## config.mk

```make
export PLATFORM = sky130hd
export DESIGN_NAME = mem_wb_stage
export DESIGN_NICKNAME = d
export VERILOG_FILES = /design/src/rtl/mem_wb_stage.sv
export SDC_FILE = /design/constraint.sdc
export NUM_CORES = 1
export LEC_CHECK = 0
export CORE_MARGIN = 4
export CORE_UTILIZATION = 52
export DETAILED_ROUTE_END_ITERATION = 6
export PLACE_DENSITY = 0.77
export SLEW_MARGIN = 15
export SYNTH_ARGS = -nofsm -noshare
export SYNTH_HDL_FRONTEND = slang
export SYNTH_SLANG_ARGS = --single-unit
```

## constraint.sdc

```tcl
create_clock -name clk_i -period 2.3 [get_ports clk_i]
set_input_delay 0.23 -clock clk_i [delete_from_list [all_inputs] [get_ports clk_i]]
set_output_delay 0.23 -clock clk_i [all_outputs]
set_load 0.05 [all_outputs]
```

## src/rtl/mem_wb_stage.sv

```systemverilog
// MEM/WB pipeline stage: valid/ready handshake, optional 2-entry skid buffer,
// write-enable qualification and registered writeback-data mux.
module mem_wb_stage #(
    parameter int DATA_W = 32,
    parameter int RD_W   = 5,
    parameter bit SKID   = 1'b1
) (
    input  logic              clk_i,
    input  logic              rst_i,
    input  logic              flush_i,
    input  logic              valid_i,
    output logic              ready_o,
    input  logic              RegWrite_i,
    input  logic              MemtoReg_i,
    input  logic [DATA_W-1:0] ALUResult_i,
    input  logic [DATA_W-1:0] Memdata_i,
    input  logic [RD_W-1:0]   RDaddr_i,
    output logic              valid_o,
    input  logic              ready_i,
    output logic              RegWrite_o,
    output logic              MemtoReg_o,
    output logic [DATA_W-1:0] ALUResult_o,
    output logic [DATA_W-1:0] Memdata_o,
    output logic [DATA_W-1:0] WBdata_o,
    output logic [RD_W-1:0]   RDaddr_o,
    output logic              fwd_valid_o,
    output logic [1:0]        occupancy_o
);
    localparam int ENT_W = 2 + 3 * DATA_W + RD_W;

    logic [ENT_W-1:0]  in_entry;
    logic [ENT_W-1:0]  head_reg;
    logic [ENT_W-1:0]  skid_reg;
    logic              head_valid_reg;
    logic              skid_valid_reg;
    logic              head_regwrite;
    logic              in_regwrite;
    logic [DATA_W-1:0] in_wbdata;
    logic              in_xfer;
    logic              out_xfer;

    // Writes to x0 are squashed once here so the forwarding path never sees them.
    assign in_regwrite = RegWrite_i & (RDaddr_i != '0);
    assign in_wbdata   = MemtoReg_i ? Memdata_i : ALUResult_i;
    assign in_entry    = {in_regwrite, MemtoReg_i, ALUResult_i, Memdata_i, in_wbdata, RDaddr_i};

    generate
        if (SKID) begin : g_skid
            // Full only when the skid slot is taken; no path from ready_i.
            assign ready_o = ~rst_i & ~skid_valid_reg;
        end else begin : g_single
            assign ready_o = ~rst_i & (~head_valid_reg | ready_i);
        end
    endgenerate

    assign in_xfer  = valid_i & ready_o & ~flush_i;
    assign out_xfer = head_valid_reg & ready_i;

    always_ff @(posedge clk_i) begin
        if (rst_i) begin
            head_valid_reg <= 1'b0;
            skid_valid_reg <= 1'b0;
            head_reg       <= '0;
            skid_reg       <= '0;
        end else if (flush_i) begin
            head_valid_reg <= 1'b0;
            skid_valid_reg <= 1'b0;
        end else if (!head_valid_reg) begin
            if (in_xfer) begin
                head_reg       <= in_entry;
                head_valid_reg <= 1'b1;
            end
        end else if (!skid_valid_reg) begin
            // Single-entry build never takes the skid branch: in_xfer implies out_xfer there.
            if (in_xfer && out_xfer) begin
                head_reg <= in_entry;
            end else if (in_xfer) begin
                skid_reg       <= in_entry;
                skid_valid_reg <= 1'b1;
            end else if (out_xfer) begin
                head_valid_reg <= 1'b0;
            end
        end else if (out_xfer) begin
            head_reg       <= skid_reg;
            skid_valid_reg <= 1'b0;
        end
    end

    assign {head_regwrite, MemtoReg_o, ALUResult_o, Memdata_o, WBdata_o, RDaddr_o} = head_reg;

    assign valid_o     = head_valid_reg;
    assign RegWrite_o  = head_valid_reg & head_regwrite;
    assign fwd_valid_o = RegWrite_o;
    assign occupancy_o = {skid_valid_reg, head_valid_reg & ~skid_valid_reg};

endmodule

```

; ---- Yosys cells after proc, flatten, opt, wreduce, memory -nomap -nowiden
; Index checks and enable logic that the tools add are counted.
[totals]
register_bits = 208
word_cells = 37
[classes]
eq_ne = 2
mux = 14
bitwise = 11
n_reduce_logical = 6
[op_table]
columns = cell, n
row1 = $mux 103, 5
row2 = $mux 32, 1
row3 = $mux 1, 8
row4 = $and 1x1->1, 7
row5 = $reduce_and 5->1, 1
row6 = $reduce_bool 5->1, 1
row7 = $not 1->1, 4
row8 = $reduce_and 4->1, 1
row9 = $ne 3x1->1 const B, 1
row10 = $ne 3x2->1 const B, 1
row11 = $reduce_bool 2->1, 1
row12 = $reduce_or 2->1, 1
row13 = $logic_and 1x1->1, 1

; ---- Logic depth before layout (Yosys ltp)
; Gate-level depths: netlist of run 1.
[logic_depth]
depth_word = 8
mapped_depth = 8

; ---- Worst setup path after synthesis of run 1
; No wires, ideal clock.
[synth_timing]
path_type = register -> register
start = reg head_valid_reg (netlist: valid_o)
end = reg head_reg[101]
arrival_ps = 1778
slack_ps = 441
stages_incl_launch_ff = 8
path_buffers = 3
period_less_slack_ps = 1859
path_cell_list = dfxtp_1 clkbuf_1 nand2_1 a211oi_2 buf_4 buf_6 nor2_1 a211oi_2
[synth_via]
elab_chain_cells = 4
[synth_lines]
columns = element, line_no
row1 = from (decl), 34  ; logic head_valid_reg;
row2 = from (signal assigned), 61  ; head_valid_reg <= 1'b0;
row3 = from (signal assigned), 66  ; head_valid_reg <= 1'b0;
row4 = from (signal assigned), 71  ; head_valid_reg <= 1'b1;
row5 = $and 1x1->1, 57  ; assign out_xfer = head_valid_reg & ready_i;
row6 = $logic_and 1x1->1, 75  ; if (in_xfer && out_xfer) begin
row7 = $ne 3x1->1 (no line), --
row8 = $reduce_and 4->1 (no line), --
row9 = to (signal assigned), 70  ; head_reg <= in_entry;
row10 = to (signal assigned), 76  ; head_reg <= in_entry;
row11 = to (signal assigned), 84  ; head_reg <= skid_reg;
row12 = to (decl), 32  ; logic [ENT_W-1:0] head_reg;
; Parallel ways exist; a longest one is shown, timed or not.
; A chain may end at the register's enable or synchronous reset.

; ---- Worst setup path in the final report of run 1
[layout_timing]
start = reg head_valid_reg (netlist: valid_o)
end = out valid_o
[layout_lines]
columns = element, line_no
row1 = to (decl), 18  ; output logic valid_o,
; No word-level cell between the ends.

==> results of run 1 <==
==> kinds of logic after synthesis <==
| family | after synthesis | share of synthesized area [%] |
|---|---|---|
| simple gates | 325 | 13.0 |
| compound gates | 246 | 20.1 |
| flops | 208 | 43.4 |
| buf+inv | 193 | 13.0 |
| mux | 102 | 10.6 |
==> through the flow <==
step	total power, mW	instance area (sq um)
6_report	8.41	11600
5_1_grt	8.72	11600
4_1_cts	8.49	11600
3_5_place_dp	5.00	10900
3_3_place_gp	4.99	10900
2_1_floorplan	4.67	9600
==> power breakdown <==
part           total [mW]  switching [mW]  internal (mW)
Sequential           3.77          0.0632           3.70
Combinational        1.16           0.715          0.446
Clock                3.49            1.38           2.10
==> per-layer routing <==
| metal | GRT usage, % | up-vias | part of all wire, % |
|---|---|---|---|
| li1 | - | 3662 | - |
| met1 | 29.5 | 3469 | 46 |
| met2 | 31.9 | 214 | 45 |
| met3 | 3.13 | 43 | 5.8 |
| met4 | 6.10 | 2 | 2.5 |
| met5 | 0 | - | 0.058 |
==> repair_timing <==
action | CTS | global route
cloned | 0 | 0
setup buffers | 0 | 0
resized for setup | 2 | 1
setup endpoints to repair | 3 | 1
hold buffers | 0 | 0
==> worst min path at each step <==
stage	from	end	slack, ns	cells after the start
2_1_floorplan	flush_i	valid_o$_SDFF_PP0_	0.31	1
3_3_place_gp	head_reg[24]$_SDFFE_PP0P_	head_reg[24]$_SDFFE_PP0P_	0.44	2
3_5_place_dp	skid_reg[45]$_SDFFE_PP0P_	skid_reg[45]$_SDFFE_PP0P_	0.45	2
4_1_cts	rst_i	head_reg[92]$_SDFFE_PP0P_	0.02	2
5_1_grt	rst_i	head_reg[92]$_SDFFE_PP0P_	0.03	2
6_report	rst_i	head_reg[92]$_SDFFE_PP0P_	0.05	2
==> Yosys cell counts <==
cell type	instances
mux2i_1	102
nor3_1	2
inv_1	2
buf_6	10
and2_1	1
a211o_1	1
a2111oi_0	2
nand2b_1	1
nand3_1	3
dfxtp_1	208
nor4_1	1
o211ai_1	33
nor2b_1	1
nor2_1	107
nand2_1	207
a211oi_2	68
buf_1	4
clkbuf_1	45
buf_4	112
buf_2	20
or3b_1	1
a21oi_1	106
a211oi_1	36
and3_1	1
==> final cells by class <==
type	instances	area share, %
timing repair buffer	211	18.8
tap	229	2.48
inverter	2	0.0649
multi-input combinational	673	36.5
clock buffer	34	5.76
sequential	208	36.0
clock inverter	3	0.400
==> results.py, run 1 <==
metrics = {
    "setup_path": {
        "endpoint": "valid_o",
        "worst-path-buf-inv": 1,
        "critical_path_cell_count": 1,
        "worstPathRequired_ns": 2.07,
        "worst-r2r-setup-slack_ns": 0.31,
        "crit_family": "buffers and inverters",
        "critPathMaxStageDelay_ns": 0.89,
        "slowest_stage": "clkdlybuf4s50_1",
        "path_class": "reg -> out",
        "critPathLaunch": "valid_o$_SDFF_PP0_",
        "reg2reg_to": "head_reg[35]$_SDFFE_PP0P_",
        "cp.arrival_ns": 1.92,
        "r2r.worst_path.cells": 6,
        "crit_chain": "clkdlybuf4s50_1",
        "rr_startpoint": "skid_valid_reg$_SDFFE_PP0P_",
        "endpoint_kind": "output port",
        "path_max_fanout": 9,
        "start_kind": "register",
    },
    "cells_and_area": {
        "syn_to_final_growth_pct": 20.5,
        "seq_area_sq_um": 4160,
        "multi_input_area_sq_um": 4220,
        "final_common_cell": "dfxtp_1",
        "final_cell_mix": "208 x dfxtp_1, 206 x nand2_1, 177 x clkdlybuf4s50_1",
        "drive_above_1_share_pct": 11.8,
        "fill_cells": 1531,
        "nets": 1195,
        "n_antenna_cell": 0,
        "final_cell_count_no_fill": 1360,
        "fin_util_pct": 64.0,
    },
    "synthesis": {
        "synth_top_area_cell": "dfxtp_1",
        "synth-seq-cells": 208,
        "ys_top_cells_by_area": "dfxtp_1 43%, mux2i_1 11%, a211oi_2 8.9%, buf_4 8.8%, nand2_1 8.1%",
        "synth_cells": 1074,
        "syn_area_per_cell_sq_um": 8.94,
        "syn_nets": 1150,
        "synth_area_sq_um": 9600,
        "synth.top_cell.area_share_pct": 43.4,
        "ys_types": 24,
        "seq_area_frac_synth_pct": 43.4,
        "yosys_warnings": 0,
    },
    "sta": {
        "period_needed_ns": 2.15,
        "whs_ns": 0.0489,
        "hold_viol_final": 0,
        "maxSlewHeadroom_pct": 31.1,
        "max_freq_mhz": 464,
        "setup_slack_ns": 0.147,
        "setup-violations-final": 0,
        "drv_slew": 0,
        "worst_pin_slew_ns": 1.03,
        "rsz0062_at_grt": "no",
        "tns_ns": 0,
        "min_period_over_period_pct": 93.6,
        "clock_skew_ns": 0.0137,
    },
    "clock_network": {
        "cts.sinks": 208,
        "root_buffer": "clkbuf_16",
        "numCtsBuffers": 23,
        "htreeDepth": 1,
        "clkSlewWorstSetupHoldPaths_ns": 0.06,
        "clk_latency_ns": 0.50,
        "cts.path.max_buffers": 3,
        "tritoncts": "done",
    },
    "global_routing": {
        "grt_use_total_pct": 20.5,
        "grt_pass1_wl_um": 35100,
        "antenna_found_initial": 1,
        "grt_pass1_vias": 6861,
        "grt-ovfl-total": 0,
        "grt_max_degree": 84,
    },
    "detailed_routing": {
        "via_per_inst": 5.43,
        "wl_per_cell_um": 16.4,
        "dr_total_vias": 7390,
        "routed_wirelength_um": 22200,
        "drc": 0,
        "drt.antenna.violating_nets": 0,
        "dr.pass1.iters": 5,
        "drtIter0Drc": 425,
    },
    "pwr": {
        "leakagePower_nw": 4.47,
        "vdd_ir_drop_max_v": 0.000466,
        "power.density_nw_per_um2": 727,
    },
    "placement": {
        "place_inst": 1323,
        "place_ws_ns": 0.0954,
        "dp_hpwl_um": 14100,
        "gp_congestion": 0.772,
        "io_buffers": 183,
    },
    "die": {
        "start_util_pct": 53.1,
        "die_height_um": 144,
        "die_area_sq_um": 20700,
        "row_count": 49,
        "core_sq_um": 18100,
        "fp.dieW_um": 144,
        "pin_count": 184,
    },
    "hold_path": {
        "hp-class": "in -> reg",
    },
    "run_status": {
        "status": "complete, no violations",
    },
    "run": {
        "cap_viol_max_count": 0,
    },
}
Note: power is estimated with default switching activity, not from simulation.
==> run 2: changes to the inputs <==
- clock period: 2.3 -> 2.2 ns (I/O delays scaled with it)
==> run 2 against run 1 <==
  * Final area grew 0.60%
  * Via count fell by 1.1%
  * Critical path depth did not move
  * First-iteration DRC count down 18%
  * Combinational power rose by 5%
  * Global-route usage decreased by 0.22 points
  * Total power increased by 6.4%
  * Non-clock buffer count rose by 2
  * Sequential share of layout area shrank 0.21 points
  * Critical endpoint unchanged
==> results.py, run 2 (synthesis gave the netlist of run 1 again) <==
metrics = {
    "clock_network": {
        "tritoncts": "done",
        "numCtsBuffers": 22,
        "clk_latency_ns": 0.49,
        "htreeDepth": 1,
        "cts_setup_buffers": 0,
        "post_cts_resized": 3,
        "cts.sinks": 208,
        "root_buffer": "clkbuf_16",
        "cts.path.max_buffers": 3,
        "clkSlewWorstSetupHoldPaths_ns": 0.06,
        "holdBufCountCts": 0,
    },
    "pwr": {
        "switching_share_pct": 25.0,
        "vdd_ir_drop_max_v": 0.000637,
        "clkPwrFrac_pct": 42.4,
        "p_int_mw": 6.72,
        "power_switching_mw": 2.24,
        "pwr-share-comb_pct": 13.6,
        "seqPwrFrac_pct": 44.0,
        "finalPower_mw": 8.95,
        "leakagePower_nw": 4.48,
        "power.density_nw_per_um2": 769,
    },
    "sta": {
        "drv_slew": 0,
        "setup-violations-final": 0,
        "min_period_over_period_pct": 96.4,
        "maxSlewHeadroom_pct": 42.4,
        "clock_skew_ns": 0.00706,
        "max_freq_mhz": 471,
        "tns_ns": 0,
        "hold_viol_final": 0,
        "worst_pin_slew_ns": 0.863,
        "period_needed_ns": 2.12,
        "rsz0062_at_grt": "no",
    },
    "global_routing": {
        "antenna_found_initial": 1,
        "grt_use_total_pct": 20.3,
        "grt_pass1_wl_um": 35100,
        "grt_pass1_vias": 6900,
        "grt_max_degree": 73,
        "grt-ovfl-total": 0,
    },
    "die": {
        "fp.dieW_um": 144,
        "core_sq_um": 18100,
        "row_count": 49,
        "die_height_um": 144,
        "die_area_sq_um": 20700,
        "start_util_pct": 53.1,
        "pin_count": 184,
    },
    "setup_path": {
        "critPathMaxStageDelay_ns": 0.88,
        "worstPathRequired_ns": 1.98,
        "crit_family": "buffers and inverters",
        "start_kind": "register",
        "worst-r2r-setup-slack_ns": 0.18,
        "path_class": "reg -> out",
        "critPathLaunch": "valid_o$_SDFF_PP0_",
        "rr_startpoint": "skid_valid_reg$_SDFFE_PP0P_",
        "path_max_fanout": 9,
        "crit_chain": "clkdlybuf4s50_1",
        "cp.arrival_ns": 1.90,
        "endpoint_kind": "output port",
        "slowest_stage": "clkdlybuf4s50_1",
        "worst-path-buf-inv": 1,
    },
    "detailed_routing": {
        "routed_wirelength_um": 22100,
        "dr_total_vias": 7312,
        "drt.antenna.violating_nets": 0,
        "wl_per_cell_um": 16.2,
        "drtIter0Drc": 349,
        "via_per_inst": 5.37,
        "drc": 0,
        "dr.pass1.iters": 6,
    },
    "cells_and_area": {
        "final_common_cell": "dfxtp_1",
        "final_cell_count_no_fill": 1361,
        "final_cell_mix": "208 x dfxtp_1, 206 x nand2_1, 177 x clkdlybuf4s50_1",
        "drive_above_1_share_pct": 11.9,
        "syn_to_final_growth_pct": 21.2,
        "nets": 1196,
        "fin_util_pct": 64.4,
        "final_cell_area_sq_um": 11600,
    },
    "placement": {
        "place_inst": 1325,
        "io_buffers": 183,
        "gp_congestion": 0.776,
        "dp_hpwl_um": 14200,
        "place_area_sq_um": 10900,
    },
    "run": {
        "cap_viol_max_count": 0,
    },
    "hold_path": {
        "hp-class": "in -> reg",
        "min_from": "MemtoReg_i",
    },
    "run_status": {
        "status": "complete, no violations",
    },
}
run 2: power by group through the flow:
stage	Clock (mW)	Sequential [mW]	Combinational (mW)
floorplan	0	4.00	0.888
global placement	0	4.02	1.21
detailed placement	0	4.02	1.22
CTS	3.89	3.94	1.22
global route	4.05	3.95	1.30
finish	3.80	3.94	1.22
run 2: path summary, 6_finish.rpt:
check,endpoint,depth (start not counted)
worst max-delay path,valid_o,1
worst min-delay path,skid_reg[101]$_SDFFE_PP0P_,4
worst max register to register,head_reg[82]$_SDFFE_PP0P_,6
worst min register to register,skid_reg[102]$_SDFFE_PP0P_,2
run 2: routing by layer:
metal	share of wire (%)	wire length, um	track usage (%)
met1	47	10400	28.9
met2	46	10100	32.4
met3	5.3	1170	3.09
met4	1.6	362	5.00
met5	0	0	0
run 2: cell type report:
type / count / area, sq um
Multi-Input combinational cell: 673 / 4220
Fill cell: 1458 / 6450
Timing Repair Buffer: 213 / 2210
Clock buffer: 31 / 646
Tap cell: 229 / 287
Clock inverter: 4 / 97.6
Inverter: 2 / 7.51
Antenna cell: 1 / 2.50
Sequential cell: 208 / 4160
run 2: through the flow:
stage / setup slack, ns / hold WS, ns
floorplan: 0.341 / 0.297
detailed placement: -0.0139 / 0.446
finish: 0.0784 / 0.251
global route: 0.0124 / 0.256
global placement: 0.0351 / 0.440
CTS: 0.0556 / 0.235
==> run 3: changes to the inputs <==
- CORE_UTILIZATION: 52 -> 40
- PLACE_DENSITY: 0.77 -> 0.61
==> run 3 against run 2 <==
  * Critical path depth grew 2
  * Critical endpoint is now ready_o
  * Clock skew grew 0.012 ns
  * Maximum frequency grew 0.97%
  * Global-route usage shrank 3.0 points
  * Core utilization shrank 14 points
  * Clock power shrank 2%
  * Worst setup slack gained 0.020 ns
  * Total power shrank 0.51%
  * Non-clock buffer count grew 2
==> results.py, run 3 (synthesis gave the netlist of run 1 again) <==
metrics = {
    "die": {
        "start_util_pct": 40.8,
        "pin_count": 184,
        "fp.dieW_um": 163,
        "die_height_um": 163,
        "core_sq_um": 23500,
        "row_count": 56,
        "die_area_sq_um": 26500,
    },
    "placement": {
        "place_area_sq_um": 11000,
        "gp_congestion": 0.756,
        "place_inst": 1417,
        "dp_hpwl_um": 14900,
        "place_ws_ns": -0.00308,
        "io_buffers": 183,
    },
    "detailed_routing": {
        "drt.antenna.violating_nets": 0,
        "drc": 0,
        "via_per_inst": 4.95,
        "wl_per_cell_um": 16.1,
        "dr_total_vias": 7224,
        "routed_wirelength_um": 23400,
        "dr.pass1.iters": 5,
        "drtIter0Drc": 455,
    },
    "clock_network": {
        "post_cts_resized": 3,
        "root_buffer": "clkbuf_16",
        "clk_latency_ns": 0.50,
        "htreeDepth": 1,
        "clkSlewWorstSetupHoldPaths_ns": 0.06,
        "numCtsBuffers": 23,
        "tritoncts": "done",
        "cts_setup_buffers": 0,
        "cts.sinks": 208,
        "holdBufCountCts": 0,
        "cts.path.max_buffers": 3,
    },
    "setup_path": {
        "crit_chain": "buf_4, nor2_1, clkdlybuf4s50_1",
        "start_kind": "register",
        "path_max_fanout": 9,
        "slowest_stage": "clkdlybuf4s50_1",
        "cp.arrival_ns": 1.88,
        "worst-r2r-setup-slack_ns": 0.36,
        "endpoint_kind": "output port",
        "critPathMaxStageDelay_ns": 0.80,
        "worstPathRequired_ns": 1.98,
        "path_class": "reg -> out",
    },
    "global_routing": {
        "grt-ovfl-total": 0,
        "antenna_found_initial": 0,
        "grt_use_total_pct": 17.3,
        "grt_pass1_wl_um": 38100,
        "grt_pass1_vias": 7067,
        "grt_max_degree": 188,
    },
    "sta": {
        "worst_pin_slew_ns": 1.05,
        "clock_skew_ns": 0.0191,
        "whs_ns": 0.207,
        "period_needed_ns": 2.10,
        "tns_ns": 0,
        "min_period_over_period_pct": 95.5,
        "rsz0062_at_grt": "no",
        "hold_viol_final": 0,
        "setup_slack_ns": 0.0988,
        "maxSlewHeadroom_pct": 30.0,
        "setup-violations-final": 0,
        "drv_slew": 0,
        "max_freq_mhz": 476,
    },
    "cells_and_area": {
        "final_cell_mix": "208 x dfxtp_1, 206 x nand2_1, 177 x clkdlybuf4s50_1",
        "final_cell_area_sq_um": 11800,
        "final_cell_count_no_fill": 1458,
        "drive_above_1_share_pct": 12.3,
        "fin_util_pct": 50.0,
        "n_antenna_cell": 0,
        "nets": 1199,
        "final_common_cell": "dfxtp_1",
        "syn_to_final_growth_pct": 22.5,
    },
    "pwr": {
        "finalPower_mw": 8.91,
        "vdd_ir_drop_max_v": 0.000462,
        "power.density_nw_per_um2": 757,
        "leakagePower_nw": 4.51,
    },
    "run_status": {
        "status": "complete, no violations",
    },
    "hold_path": {
        "hp-class": "in -> reg",
    },
    "run": {
        "cap_viol_max_count": 0,
    },
}
-- run 3: changes by cell type in the layout (fill, tap and decap cells not counted) --
cell / previous run / this run
diode_2: 1 / 0
clkbuf_1: 4 / 6
clkinv_2: 0 / 8
clkbuf_8: 5 / 3
dlymetal6s2s_1: 0 / 1
clkinvlp_4: 1 / 0
bufinv_16: 3 / 2
buf_12: 13 / 14
-- run 3: worst paths after layout --
check                               from                        end  depth (start not counted)
max reg2reg  skid_valid_reg$_SDFFE_PP0P_  head_reg[52]$_SDFFE_PP0P_                          6
max          skid_valid_reg$_SDFFE_PP0P_                    ready_o                          3
min reg2reg    head_reg[22]$_SDFFE_PP0P_  head_reg[22]$_SDFFE_PP0P_                          2
min                                rst_i  head_reg[93]$_SDFFE_PP0P_                          3
-- run 3: layout make-up --
| cell class | instances | area [sq um] |
|---|---|---|
| fill | 2268 | 11800 |
| inverter | 2 | 7.51 |
| sequential | 208 | 4160 |
| multi-input combinational | 673 | 4220 |
| tap | 319 | 399 |
| clock inverter | 10 | 100 |
| clock buffer | 31 | 626 |
| timing repair buffer | 215 | 2240 |
-- run 3: where the power goes --
part	total [mW]	internal, mW	switching [mW]
Sequential	3.93	3.87	0.0616
Clock	3.74	2.22	1.52
Combinational	1.23	0.476	0.758
Total	8.91	6.57	2.34
-- run 3: per-layer routing --
layer | track usage [%] | up-vias | part of all wire [%]
met5 | 0 | - | 0
met1 | 25.0 | 3361 | 49
met3 | 2.99 | 21 | 4.9
met2 | 27.3 | 168 | 45
met4 | 3.70 | 0 | 1.4
li1 | - | 3674 | -
-- run 3: critical path, delay by kind of cell (launching register included) --
family | cells | cell delay [ns]
buffers and inverters | 2 | 0.97
and+or+nand+nor | 1 | 0.10
DFF | 1 | 0.31
